## src/rtl/pwm_bank.sv

```systemverilog
// pwm_bank: multi-channel PWM with shared prescaler/period counter and double-buffered period/duty
module pwm_bank #(
  parameter int CHANNELS    = 4,
  parameter int WIDTH       = 8,
  parameter int PRESC_WIDTH = 4
) (
  input  logic                clkin,
  input  logic                reset,
  input  logic                cs,
  input  logic                we,
  input  logic [3:0]          addr,
  input  logic [WIDTH-1:0]    datain,
  output logic [WIDTH-1:0]    dataout,
  output logic [CHANNELS-1:0] pwm_out,
  output logic                period_tick
);
  logic [PRESC_WIDTH:0]   ctrl;
  logic [WIDTH-1:0]       period, per_act, counter;
  logic [CHANNELS-1:0]    pol, raw;
  logic [WIDTH-1:0]       duty     [CHANNELS];
  logic [WIDTH-1:0]       duty_act [CHANNELS];
  logic [PRESC_WIDTH-1:0] presc_cnt;
  logic                   en, tick, wrap, load;

  assign en   = ctrl[0];
  assign tick = en && presc_cnt == ctrl[PRESC_WIDTH:1];
  assign wrap = tick && counter == per_act;
  assign load = !en || wrap;

  // readback of the software-visible registers, zero when not a read
  always_comb begin
    dataout = '0;
    if (cs && !we) begin
      dataout = addr == 4'd0 ? WIDTH'(ctrl) : addr == 4'd1 ? period : addr == 4'd2 ? WIDTH'(pol) : '0;
      for (int c = 0; c < CHANNELS; c++)
        if (addr == 4'(c + 3)) dataout = duty[c];
    end
  end

  // software-written registers; upper bits of narrow fields are dropped
  always_ff @(posedge clkin or posedge reset) begin
    if (reset) begin
      ctrl   <= '0;
      period <= '0;
      pol    <= '0;
      duty   <= '{default: '0};
    end else if (cs && we) begin
      if (addr == 4'd0) ctrl <= datain[PRESC_WIDTH:0];
      if (addr == 4'd1) period <= datain;
      if (addr == 4'd2) pol <= CHANNELS'(datain);
      for (int c = 0; c < CHANNELS; c++)
        if (addr == 4'(c + 3)) duty[c] <= datain;
    end
  end

  // shadows track the written values while idle and latch only at wrap while running
  always_ff @(posedge clkin or posedge reset) begin
    if (reset) begin
      per_act  <= '0;
      duty_act <= '{default: '0};
    end else if (load) begin
      per_act  <= period;
      duty_act <= duty;
    end
  end

  // shared prescaler and period counter, plus the registered wrap pulse
  always_ff @(posedge clkin or posedge reset) begin
    if (reset) begin
      presc_cnt   <= '0;
      counter     <= '0;
      period_tick <= 1'b0;
    end else begin
      presc_cnt   <= !en || tick ? '0 : presc_cnt + 1'b1;
      counter     <= !en || wrap ? '0 : tick ? counter + 1'b1 : counter;
      period_tick <= wrap;
    end
  end

  // per-channel compare against the active duty
  always_comb begin
    raw = '0;
    for (int c = 0; c < CHANNELS; c++)
      raw[c] = en && counter < duty_act[c];
  end

  // output stage applies polarity and adds one cycle of latency
  always_ff @(posedge clkin or posedge reset) begin
    if (reset) pwm_out <= '0;
    else pwm_out <= raw ^ pol;
  end
endmodule
```

## config.mk

```make
export PLATFORM = sky130hd
export DESIGN_NAME = pwm_bank
export DESIGN_NICKNAME = d
export VERILOG_FILES = /design/src/rtl/pwm_bank.sv
export SDC_FILE = /design/constraint.sdc
export NUM_CORES = 1
export LEC_CHECK = 0
export BUFFER_PORTS_ARGS = -buffer_cell sky130_fd_sc_hd__buf_4
export CAP_MARGIN = 40
export CORE_MARGIN = 2
export CORE_UTILIZATION = 65
export DETAILED_ROUTE_END_ITERATION = 6
export PLACE_DENSITY = 0.91
export SLEW_MARGIN = 15
export SYNTH_ARGS = -nofsm -noshare
export SYNTH_HDL_FRONTEND = slang
export SYNTH_SLANG_ARGS = --single-unit
```

## constraint.sdc

```tcl
create_clock -name clkin -period 13.4 [get_ports clkin]
set_clock_uncertainty 0.2 [all_clocks]
set_input_delay 4.02 -clock clkin [delete_from_list [all_inputs] [get_ports clkin]]
set_output_delay 4.02 -clock clkin [all_outputs]
set_load 0.05 [all_outputs]
```

Word-level counts from Yosys, hierarchy flattened. Cells that the tools add are included.

Output and inout bits: 13. Bits in registers: 106. Bits of input ports: 16. Logic and storage cells: 63.

Equal/unequal tests: 8. Reduce and logical (&&, ||, !) cells: 21. $add $sub $neg: 2. $lt $le $gt $ge: 4. Bitwise gates (word level): 1. Muxes and demuxes: 11.

Operator list (number): 8-bit two-way mux (9); 8-bit less-than comparator (4); 2-bit AND reduction (7); 4-bit by 3-bit == test with 1-bit output (second input constant) (3); 8-bit by 1-bit adder with 8-bit output (second input constant) (1); 4-bit by 2-bit == test with 1-bit output (second input constant) (2); 8-bit == test (1); 1-bit logical AND (8); 4-bit two-way mux (2); 4-bit by 1-bit adder with 4-bit output (second input constant) (1); 4-bit by 1-bit == test with 1-bit output (second input constant) (1); 4-bit == test (1); 4-bit logical NOT (1); 4-bit bitwise XOR (1); 1-bit logical NOT (2); 1-bit logical OR (2); 2-bit nonzero test (1).

Depth between registers and ports, before layout. Gate-level depths: netlist of run 1.

Depth in word-level cells: 9. Mapped depth: 8. Mapped depth without buffers: 7.

Worst setup path after synthesis of run 1. Ideal clock, no wire load.

Kind: input -> output. Start: input addr[1]. End: output dataout[1]. Arrival time: 6076 ps. Required time: 9180 ps. Path slack: 3104 ps. Cell stages on the path: 5. Cell sequence: buf_1 > buf_2 > mux4_2 > nor2_1 > a211oi_1.

Cells in the longest elaborated chain, start to end: 9. Elaborated cells between the ends (all ways): 15. Classes of those cells: eq/ne: 6; mux: 8; reduce/logical: 1.

Ends and longest elaborated chain: start, declared (RTL line 11) `input logic [3:0] addr,`; 4-bit by 2-bit == test with 1-bit output (RTL line 34) `dataout = addr == 4'd0 ? WIDTH'(ctrl) : addr == 4'd1 ? period : addr == 4'd2 ? WIDTH'(pol) : '0;`; 4-bit two-way mux (RTL line 34); 8-bit two-way mux (2 in a row) (RTL line 34); 8-bit two-way mux (3 in a row) (RTL line 36) `if (addr == 4'(c + 3)) dataout = duty[c];`; 8-bit two-way mux (*) (RTL line 36); 8-bit two-way mux (*) (RTL line 33) `if (cs && !we) begin`; end, declared (RTL line 13) `output logic [WIDTH-1:0] dataout,`.

Mark *: on every way between the ends. The rest lies on a longest branch, timed or not.

Final worst setup path of run 1.
Start: input addr[0]. End: output dataout[4].

Cells in the longest elaborated chain, start to end: 8. Elaborated cells between the ends (all ways): 13. Classes of those cells: eq/ne: 5; mux: 7; reduce/logical: 1.

Ends and longest elaborated chain (RTL line): 4-bit by 1-bit == test with 1-bit output (34); 8-bit two-way mux (2 in a row) (34); 8-bit two-way mux (3 in a row) (36); 8-bit two-way mux (*) (36); 8-bit two-way mux (*) (33).

Marked as above.

==> results of run 1 <==
synth_stat cells, drive strengths merged (3+ instances only):
library cell    n
ha             30
mux2           87
nand2          18
clkbuf          8
and3            3
xor2           22
buf             9
a21oi          15
nor2b           5
nand4b          3
nand4           5
dfrtp         106
o21ai          23
mux4            4
mux2i           9
a211oi          5
nand3          10
nor2           28
inv            37
o2111ai         4
sequential cells by signal (all words and copies together), names as in the netlist:
register and cells:
duty_act 32, duty 32, ctrl 5, presc_cnt 4, period 8, pol 4, counter 8, per_act 8
pwm_out 4, period_tick 1
logic make-up (layout without fill, tap and decap cells):
kind of cell | after synthesis | in the layout | synth area share, %
flops | 106 | 106 | 49.12
mux | 100 | 100 | 21.48
simple gates | 88 | 88 | 8.573
buf+inv | 54 | 84 | 4.425
compound gates | 52 | 52 | 5.561
fa+ha+maj | 30 | 30 | 6.951
xor+xnor | 24 | 24 | 3.892
path summary, 6_finish.rpt:
check	to	slack (ns)	cells past startpoint
max in group asynchronous	duty_act[17]	8.54	4
worst min-delay path	duty_act[7]	0.29	1
worst max-delay path	dataout[4]	3.59	5
worst max register to register	duty_act[27]	10.12	6
min in group asynchronous	duty[14]	3.46	2
worst min register to register	duty_act[7]	0.29	1
power by group through the flow:
stage	clock network, mW	registers, mW	logic, mW
5_1_grt	0.228	0.461	0.268
3_5_place_dp	0	0.457	0.240
2_1_floorplan	0	0.453	0.165
3_3_place_gp	0	0.450	0.223
4_1_cts	0.216	0.452	0.243
6_report	0.215	0.454	0.244
routing by layer:
layer,vias to the layer above,wire length [µm]
li1,1645,-
met1,1842,4861
met2,184,6072
met3,54,945
met4,0,727
met5,-,0
layout make-up:
class,count,area [µm²]
Clock buffer,10,127.6
Clock inverter,6,90.09
Fill cell,510,2215
Inverter,37,141.4
Multi-Input combinational cell,294,2511
Sequential cell,106,2653
Tap cell,105,131.4
Timing Repair Buffer,31,265.3
through the flow:
stage / area [µm²] / hold WS (ns)
final: 5919 / 0.2924
after global routing: 5919 / 0.3195
after CTS: 5919 / 0.2953
after detailed placement: 5702 / 0.2747
after global placement: 5654 / 0.2700
after floorplan: 5400 / 0.2523
==> summary.txt, run 1 <==
Outcome
  – Run status: finished, final reports clean

Worst setup path
  – Crit path required time: 9.18 ns
  – CP Capture Type: output port
  – CP delay by family, top: simple AND/OR/NAND/NOR gates
  – Worst path bufs/invs: 2
  – CP Launch Point: addr[0]
  – Worst path cell trace: buf_4 > nor2b_1 > a21oi_1 > a211oi_1 > buf_4
  – Worst Setup Start Kind: primary input
  – Crit path kind: primary input to output port
  – CP dominant cell by count: buf_4
  – WP data arrival: 5.59 ns
  – Slowest CP cell: nor2b_1
  – Crit path max fanout: 20
  – Worst path max stage delay: 0.61 ns
  – Worst r2r src: ctrl[4]

Detailed routing
  – Routed WL: between 10,000 and 15,000 µm
  – Vias: roughly 3,700
  – Drt first pass iters: 5
  – DR WL/cell: between 20 and 25 µm
  – Post-route ant nets: 0
  – # DRC: 0
  – Drt via density: about 6.3
  – 1st-iter DRT viols: around 260

GRT
  – Met2 Usage GRT: approximately half
  – Met1 Usage GRT: around two fifths
  – Largest net degree at the start of global routing: 47
  – Initial antenna violation count: 0
  – Vias in the first global route: between 3,000 and 4,000
  – First-pass GRT wire length: between 20,000 and 25,000 µm
  – GRT Util Overall: 31.02%
  – GR Overflow Total: 0
  – GRT met3 Usage: 7.273%
  – Top Usage Layer GRT: met2

CTS
  – Setup bufs post-CTS: 0
  – Root Buffer: clkbuf_8
  – CTS tree: built
  – Reg clk slew, reported paths: roughly 0.090 ns
  – H-tree levels: 3
  – CTS Buf Count: 9
  – Clock latency on the worst-skew pair: between 0.3 and 0.4 ns
  – Maximum buffer depth of the clock tree: 2
  – Resized cells post-CTS: 0
  – CTS sink count: roughly 110
  – Cts hold-fix bufs: 0

Placement
  – Port buffer count: 28
  – Post-Place Cells: 573
  – Post-DP HPWL: 9142 µm
  – Pre-CTS WS: 3.725 ns
  – GPL Wtd Cong: 0.9093

Logic synthesis
  – Top area cells in the synthesized netlist: dfrtp_1 (49%), mux2_2 (9.2%), mux2_1 (9.0%)
  – Cell Area, Synth: about 5400 µm²
  – Count of yosys warnings during synthesis: 0
  – Yosys top cell area share: 49.12%
  – Largest area contributor in the netlist: dfrtp_1
  – Syn avg cell area: 11.89 µm²
  – Synth Flop Type: dfrtp_1
  – EDFF count, synth: 0
  – Synth async-reset ratio: 100.0%
  – Register bit total from synthesis: 106
  – Post-synth net total: 500
  – Count of cell types in the netlist: 39
  – Post-synthesis instance total: roughly 450
  – Register area share after synthesis: between 40 and 50%

Timing
  – Least-Margin Pin Slew: 0.8717 ns
  – Setup TNS Final: 0 ns
  – Setup WS post-layout: 3.589 ns
  – Final Hold Fails: 0
  – Max-slew violations: 0
  – RSZ-0062 raised after global routing: no
  – Finish-stage setup viols: 0
  – Fmax: 101.9 MHz
  – Min cycle time layout: 9.811 ns
  – Period Utilization, post-route: between 70 and 80%
  – Slew margin rel.: 41.67%

Floorplanning
  – Initial core utilization: 66.39%
  – Full die area: 9054 µm²
  – Die Y: 95.15 µm
  – CORE AREA: 8134 µm²
  – Rows: 33
  – Chip Width: 95.15 µm
  – # IOs: 29

Pwr
  – Sw Share: 33.58%
  – Leak pwr: 2.847 nW
  – Reg power frac: 49.7%
  – Net Sw Power: 306.5 µW
  – Power Density: 154.2 nW/µm²
  – Logic gate share of total power: a little over a quarter
  – Clock Power Share: approximately a quarter
  – Pwr Total: 912.7 µW
  – Worst vdd ir: 89.54 µV
  – Internal power: 606.2 µW

Layout
  – Layout area overhead: 9.615%
  – Most common cell after layout, fill and taps aside: dfrtp_1
  – Nets: roughly 530
  – Ratio of cells with drive above 1 in the final layout: 20.45%
  – Most frequent cells in the layout: dfrtp_1 (106), mux2_2 (44), mux2_1 (43)
  – Util after Layout: 72.77%
  – # diodes: 0
  – Final Instance Count excl. Fillers: 589

Hold path
  – Startpoint of the worst hold path: duty_act[7]
  – Min-delay worst type: flop to flop

Flow run
  – Max-Cap Viols: 0
No activity file was read; power rests on OpenSTA's default activity.
==> run 2: changes to the inputs <==
CORE_UTILIZATION = 61   (was 65)
PLACE_DENSITY = 0.87   (was 0.91)
clock period = 9.05 ns   (was 13.4 ns; I/O delays follow)
==> run 2 against run 1 <==
  * Wire length is 2.7% lower
  * Combinational power is 43% higher
  * Final area is 0.57% lower
  * Die area is 6.3% higher
==> summary.txt, run 2 (same netlist as run 1, synthesis figures left out) <==
Floorplanning
  – CORE AREA: 8636 µm² (+6.2%)
  – Chip Width: 98.09 µm (+3.1%)
  – Full die area: 9622 µm² (+6.3%)
  – Rows: 34 (+3.0%)
  – Die Y: 98.09 µm (+3.1%)
  – Initial core utilization: 62.53% (-3.9 points)
  – # IOs: 29 (unchanged)

CTS
  – Root Buffer: clkbuf_8
  – CTS tree: built
  – Reg clk slew, reported paths: 0.09 ns (about the same)
  – H-tree levels: 3 (unchanged)
  – Cts hold-fix bufs: 0 (unchanged)
  – Maximum buffer depth of the clock tree: 2 (unchanged)
  – Clock latency on the worst-skew pair: 0.37 ns (about the same)
  – CTS sink count: 106 (unchanged)
  – Resized cells post-CTS: 0 (unchanged)
  – Setup bufs post-CTS: 0 (unchanged)
  – CTS Buf Count: 9 (unchanged)

Worst setup path
  – Worst path max stage delay: 0.59 ns (-0.02 ns)
  – CP dominant cell by count: buf_4
  – Critical R2R Capture: duty_act[7]
  – Worst Setup Start Kind: primary input
  – Worst path cell trace: buf_4 > nor2b_1 > a21oi_1 > a211oi_1 > buf_4
  – Crit path kind: primary input to output port
  – WP data arrival: 4.31 ns (-1.28 ns)
  – Register-to-Register Path Depth: 6 (unchanged)
  – Crit path required time: 6.14 ns (-3.04 ns)
  – Slowest CP cell: nor2b_1
  – R2r setup slk: 5.90 ns (-4.22 ns)
  – Worst r2r src: ctrl[4]
  – CP Capture Type: output port
  – Crit path max fanout: 20 (unchanged)

Timing
  – Final Hold Fails: 0 (unchanged)
  – Min cycle time layout: between 7 and 8 ns
  – Slew margin rel.: 52.79% (+11 points)
  – RSZ-0062 raised after global routing: no
  – Max-slew violations: 0 (unchanged)
  – Setup TNS Final: 0 ns (unchanged)
  – Hold WS: 0.2938 ns (+0.001378 ns)
  – Finish-stage setup viols: 0 (unchanged)
  – Least-Margin Pin Slew: 0.7029 ns (-0.1688 ns)
  – Period Utilization, post-route: ~80%
  – Fmax: between 100 and 150 MHz

Layout
  – FF+latch area: 2653 µm² (unchanged)
  – Layout area overhead: 8.990%
  – Largest regs: duty x32, duty_act x32
  – Filler instances: 625 (+23%)
  – Most common cell after layout, fill and taps aside: dfrtp_1
  – Ratio of cells with drive above 1 in the final layout: 20.25% (-0.21 points)
  – Area of the multi-input gates: 2511 µm² (unchanged)
  – Nets: 526 (+0.19%)
  – # diodes: 0 (unchanged)
  – Most frequent cells in the layout: dfrtp_1 (106), mux2_2 (44), mux2_1 (43)
  – Final Instance Count excl. Fillers: 592 (+0.51%)

Detailed routing
  – Routed WL: 12,270 µm (-2.7%)
  – Vias: 3,629 (-2.6%)
  – 1st-iter DRT viols: 273 (+4.2%)
  – Drt via density: 6.130 (-3.1%)
  – # DRC: 0 (unchanged)
  – Drt first pass iters: 5 (unchanged)
  – DR WL/cell: 20.72 µm (-3.2%)
  – Post-route ant nets: 0 (unchanged)

Outcome
  – Run status: finished, final reports clean

GRT
  – Vias in the first global route: 3,819 (-3.4%)
  – GR Overflow Total: 0 (unchanged)
  – First-pass GRT wire length: 19,970 µm (-2.1%)
  – Initial antenna violation count: 0 (unchanged)
  – Largest net degree at the start of global routing: 54 (+15%)
  – GRT Util Overall: 27.09% (-3.9 points)

Flow run
  – Max-Cap Viols: 0 (unchanged)

Hold path
  – Hold depth: 1 (unchanged)
  – Startpoint of the worst hold path: duty_act[19]
  – Worst Hold Path EP: duty_act[19]
  – Min-delay worst type: flop to flop

Placement
  – Port buffer count: 28 (unchanged)
  – Post-Place Cells: 576 (+0.52%)
  – GPL Wtd Cong: 0.9163 (+0.77%)
  – Post-DP HPWL: 8709 µm (-4.7%)

Pwr
  – Worst vdd ir: 149.9 µV (+67%)
  – Pwr Total: 1.305 mW (+43%)
  – Power Density: 221.7 nW/µm² (+44%)
  – Leak pwr: 2.825 nW (-0.75%)
## run 2: cell types whose count changed in the layout (fill, tap and decap cells not counted), sizes merged
cell	delta
bufinv	-1
inv	-1
clkinv	-1
clkinvlp	+1
clkbuf	+1
buf	+1
## run 2: area by class of cell
type | instances | share of cell area, %
Sequential cell | 106 | 45.07
Multi-Input combinational cell | 294 | 42.67
Timing Repair Buffer | 32 | 4.422
Inverter | 37 | 2.402
Tap cell | 108 | 2.296
Clock buffer | 11 | 2.232
Clock inverter | 4 | 0.9141
## run 2: per-layer routing
layer	share of wire, %	routed length [µm]	GRT usage, %
met1	42	5199	36.45
met2	49	6024	44.05
met3	5.6	685	4.438
met4	2.9	356	11.54
met5	0	0	0
## run 2: stage by stage
stage                     utilization [%]  setup slack, ns  instance area, µm²
after global routing                68.15            1.807                5886
after global placement              65.60            2.008                5665
after floorplan                         -            1.364                5400
after CTS                           68.07            1.929                5878
final                               68.15            1.827                5886
after detailed placement            65.92            1.916                5693
## run 2: power breakdown
group          switching [mW]  internal, mW  total (mW)
clock network           0.160         0.127       0.288
registers              0.0869         0.582       0.669
logic                   0.194         0.154       0.348
total                   0.441         0.864        1.31
## run 2: worst max-delay path by stage
| stage | end | from | cells after the start |
|---|---|---|---|
| after global placement | dataout[0] | addr[0] | 5 |
| after detailed placement | dataout[0] | addr[0] | 5 |
| after CTS | dataout[0] | addr[0] | 5 |
| final | dataout[1] | addr[0] | 5 |
| after floorplan | dataout[1] | addr[1] | 5 |
| after global routing | dataout[1] | addr[0] | 5 |
## run 2: worst max-delay path: cells and delay by family
family | cells | cell delay (ns)
buf+inv | 2 | 0.50
simple gates | 1 | 0.59
compound gates | 2 | 0.48
==> run 3: changes to the inputs <==
ABC_AREA = 1   (was not set)
CORE_UTILIZATION = 62   (was 61)
PLACE_DENSITY = 0.88   (was 0.87)
clock period = 6.9 ns   (was 9.05 ns; I/O delays follow)
==> run 3 against run 2 <==
  * Sequential share of layout area down 2.8 points
  * Final cell count rose by 55%
  * Via count grew 45%
  * Final area rose by 6.7%
  * Die area is 5.2% higher
  * Critical path type unchanged
  * Largest power group unchanged
  * Highest routed layer unchanged
==> summary.txt, run 3 <==
Outcome
  – Run status: finished, final reports clean

Layout
  – Layout area overhead: 8.521%
  – Most frequent cells in the layout: nand2_1 (278), dfrtp_1 (106), inv_1 (102)
  – Most common cell after layout, fill and taps aside: nand2_1
  – Util after Layout: 68.60% (+0.44 points)
  – Final Instance Count excl. Fillers: 916 (+55%)
  – Nets: 846 (+61%)
  – Largest regs: duty x32, duty_act x32
  – # diodes: 0 (unchanged)
  – Ratio of cells with drive above 1 in the final layout: 6.584% (-14 points)
  – Filler instances: 760 (+22%)

Logic synthesis
  – Most frequent cells after synthesis: nand2_1 (278), dfrtp_1 (106), inv_1 (103)
  – Register bit total from synthesis: 106 (unchanged)
  – Count of yosys warnings during synthesis: 0 (unchanged)
  – Register area share after synthesis: 45.85% (-3.3 points)
  – Synth async-reset ratio: 100.0% (unchanged)
  – Cell Area, Synth: 5786 µm² (+7.1%)
  – Most frequent cell after synthesis: nand2_1
  – Largest area contributor in the netlist: dfrtp_1
  – Synth Flop Type: dfrtp_1
  – Yosys top cell area share: 45.85% (-3.3 points)
  – Syn avg cell area: 7.398 µm² (-38%)
  – Count of cell types in the netlist: 24 (-38%)
  – Post-synth net total: 828 (+66%)
  – Post-synthesis instance total: 782 (+72%)
  – Top area cells in the synthesized netlist: dfrtp_1 (46%), nand2_1 (18%), nand3_1 (7.4%)
  – EDFF count, synth: 0 (unchanged)

CTS
  – Root Buffer: clkbuf_8
  – CTS Buf Count: 9 (unchanged)
  – H-tree levels: 3 (unchanged)
  – Reg clk slew, reported paths: 0.11 ns (+0.02 ns)
  – Cts hold-fix bufs: 0 (unchanged)
  – CTS sink count: 106 (unchanged)
  – Resized cells post-CTS: 0 (unchanged)
  – Clock latency on the worst-skew pair: 0.37 ns (about the same)
  – Setup bufs post-CTS: 0 (unchanged)
  – CTS tree: built
  – Maximum buffer depth of the clock tree: 2 (unchanged)

Timing
  – Final Hold Fails: 0 (unchanged)
  – Least-Margin Pin Slew: 0.7048 ns (+0.001956 ns)
  – Max-slew violations: 0 (unchanged)
  – Slew margin rel.: 52.84% (about the same)
  – Setup TNS Final: 0 ns (unchanged)
  – Min cycle time layout: 5.962 ns
  – Hold WS: 0.3190 ns (+0.02522 ns)
  – Period Utilization, post-route: 86.41%
  – RSZ-0062 raised after global routing: no
  – Fmax: between 150 and 200 MHz
  – Finish-stage setup viols: 0 (unchanged)

Worst setup path
  – CP dominant cell by count: nor2_1
  – Crit path max fanout: 12 (-40%)
  – Slowest CP cell: nor2_1
  – Worst path max stage delay: 0.55 ns (-0.04 ns)
  – Crit path kind: primary input to output port
  – CP delay by family, top: simple AND/OR/NAND/NOR gates
  – Worst path bufs/invs: 3 (+1)
  – Worst path cell trace: buf_4 > nor2_1 > nand2_1 > nor2_1 > nor2_1 > nand4_1 > nand2_1 > inv_1 > buf_4
  – CP Capture Type: output port
  – WP data arrival: 3.69 ns (-0.62 ns)
  – Worst Setup Start Kind: primary input
  – Crit path required time: 4.63 ns (-1.51 ns)

GRT
  – Vias in the first global route: 4,790 (+25%)
  – Largest net degree at the start of global routing: 60 (+11%)
  – First-pass GRT wire length: 24,010 µm (+20%)
  – Initial antenna violation count: 0 (unchanged)
  – GRT Util Overall: 30.89% (+3.8 points)
  – GR Overflow Total: 0 (unchanged)

Detailed routing
  – 1st-iter DRT viols: 402 (+47%)
  – # DRC: 0 (unchanged)
  – Drt via density: 5.754 (-6.1%)
  – Drt first pass iters: 5 (unchanged)
  – DR WL/cell: 16.54 µm (-20%)
  – Post-route ant nets: 0 (unchanged)
  – Vias: 5,271 (+45%)
  – Routed WL: 15,150 µm (+24%)

Floorplanning
  – Initial core utilization: 63.21% (+0.68 points)
  – # IOs: 29 (unchanged)
  – CORE AREA: 9153 µm² (+6.0%)
  – Die Y: 100.6 µm (+2.6%)
  – Chip Width: 100.6 µm (+2.6%)
  – Rows: 35 (+2.9%)
  – Full die area: 10,120 µm² (+5.2%)

Placement
  – Port buffer count: 28 (unchanged)
  – Post-Place Cells: 900 (+56%)
  – GPL Wtd Cong: 0.9112 (-0.56%)
  – Post-DP HPWL: 11,100 µm (+28%)

Pwr
  – Power Density: 280.6 nW/µm² (+27%)
  – Leak pwr: 3.482 nW (+23%)
  – Pwr Total: 1.762 mW (+35%)
  – Worst vdd ir: 145.7 µV (-2.8%)

Hold path
  – Min-delay worst type: flop to flop

Flow run
  – Max-Cap Viols: 0 (unchanged)
==> run 3: cell types whose count changed in the layout (fill, tap and decap cells not counted), sizes merged, moves of 4 or more <==
cell	change
nand3	+75
o21ai	+35
nor2	+18
inv	+70
nor2b	-5
mux2	-87
xor2	-19
o21a	+4
mux2i	-9
nand4	+16
o2111ai	-4
nand2	+260
mux4	-4
==> run 3: routing by layer <==
| metal | part of all wire, % | up-vias | global-route usage, % |
|---|---|---|---|
| met3 | 6.9 | 25 | 4.092 |
| met4 | 2.3 | 0 | 9.694 |
| met5 | 0 | - | 0 |
| met2 | 47 | 219 | 49.79 |
| met1 | 43 | 2510 | 43.70 |
| li1 | - | 2517 | - |
==> run 3: layout make-up <==
class                   instances  area (µm²)  share of cell area [%]
flip-flops and latches        106        2653                   42.25
multi-input cells             545        2618                   41.69
inverters                     105       396.6                   6.317
repair buffers                 33       247.7                   3.946
well taps                     111       138.9                   2.212
clock buffers                  10       127.6                   2.033
clock inverters                 6       97.59                   1.554
==> run 3: worst paths after layout <==
path / slack, ns / depth (start not counted) / endpoint / startpoint
worst max-delay path: 0.94 / 9 / dataout[1] / addr[0]
max in group asynchronous: 3.79 / 3 / duty[9] / reset
min in group asynchronous: 1.61 / 2 / ctrl[1] / reset
worst min-delay path: 0.32 / 1 / presc_cnt[0] / presc_cnt[0]
worst min register to register: 0.32 / 1 / presc_cnt[0] / presc_cnt[0]
worst max register to register: 3.98 / 11 / duty_act[22] / ctrl[0]
==> run 3: cell families (layout without fill, tap and decap cells) <==
logic type | count (synthesis) | after routing | share of synthesized area (%)
compound gates | 77 | 77 | 6.920
simple gates | 433 | 433 | 31.08
flops | 106 | 106 | 45.85
fa+ha+maj | 30 | 30 | 6.488
xor+xnor | 5 | 5 | 0.7571
buf+inv | 131 | 154 | 8.910
==> run 3: stage by stage <==
step                      worst slack, ns  area, µm²
after CTS                          0.9951       6279
after detailed placement           0.9969       6053
after floorplan                     1.170       5786
after global placement             0.9628       6053
final                              0.9377       6279
after global routing               0.7953       6279
==> run 3: report_power, final <==
part	switching (mW)	internal [mW]
clock network	0.228	0.210
registers	0.112	0.745
logic	0.310	0.156
total	0.650	1.11
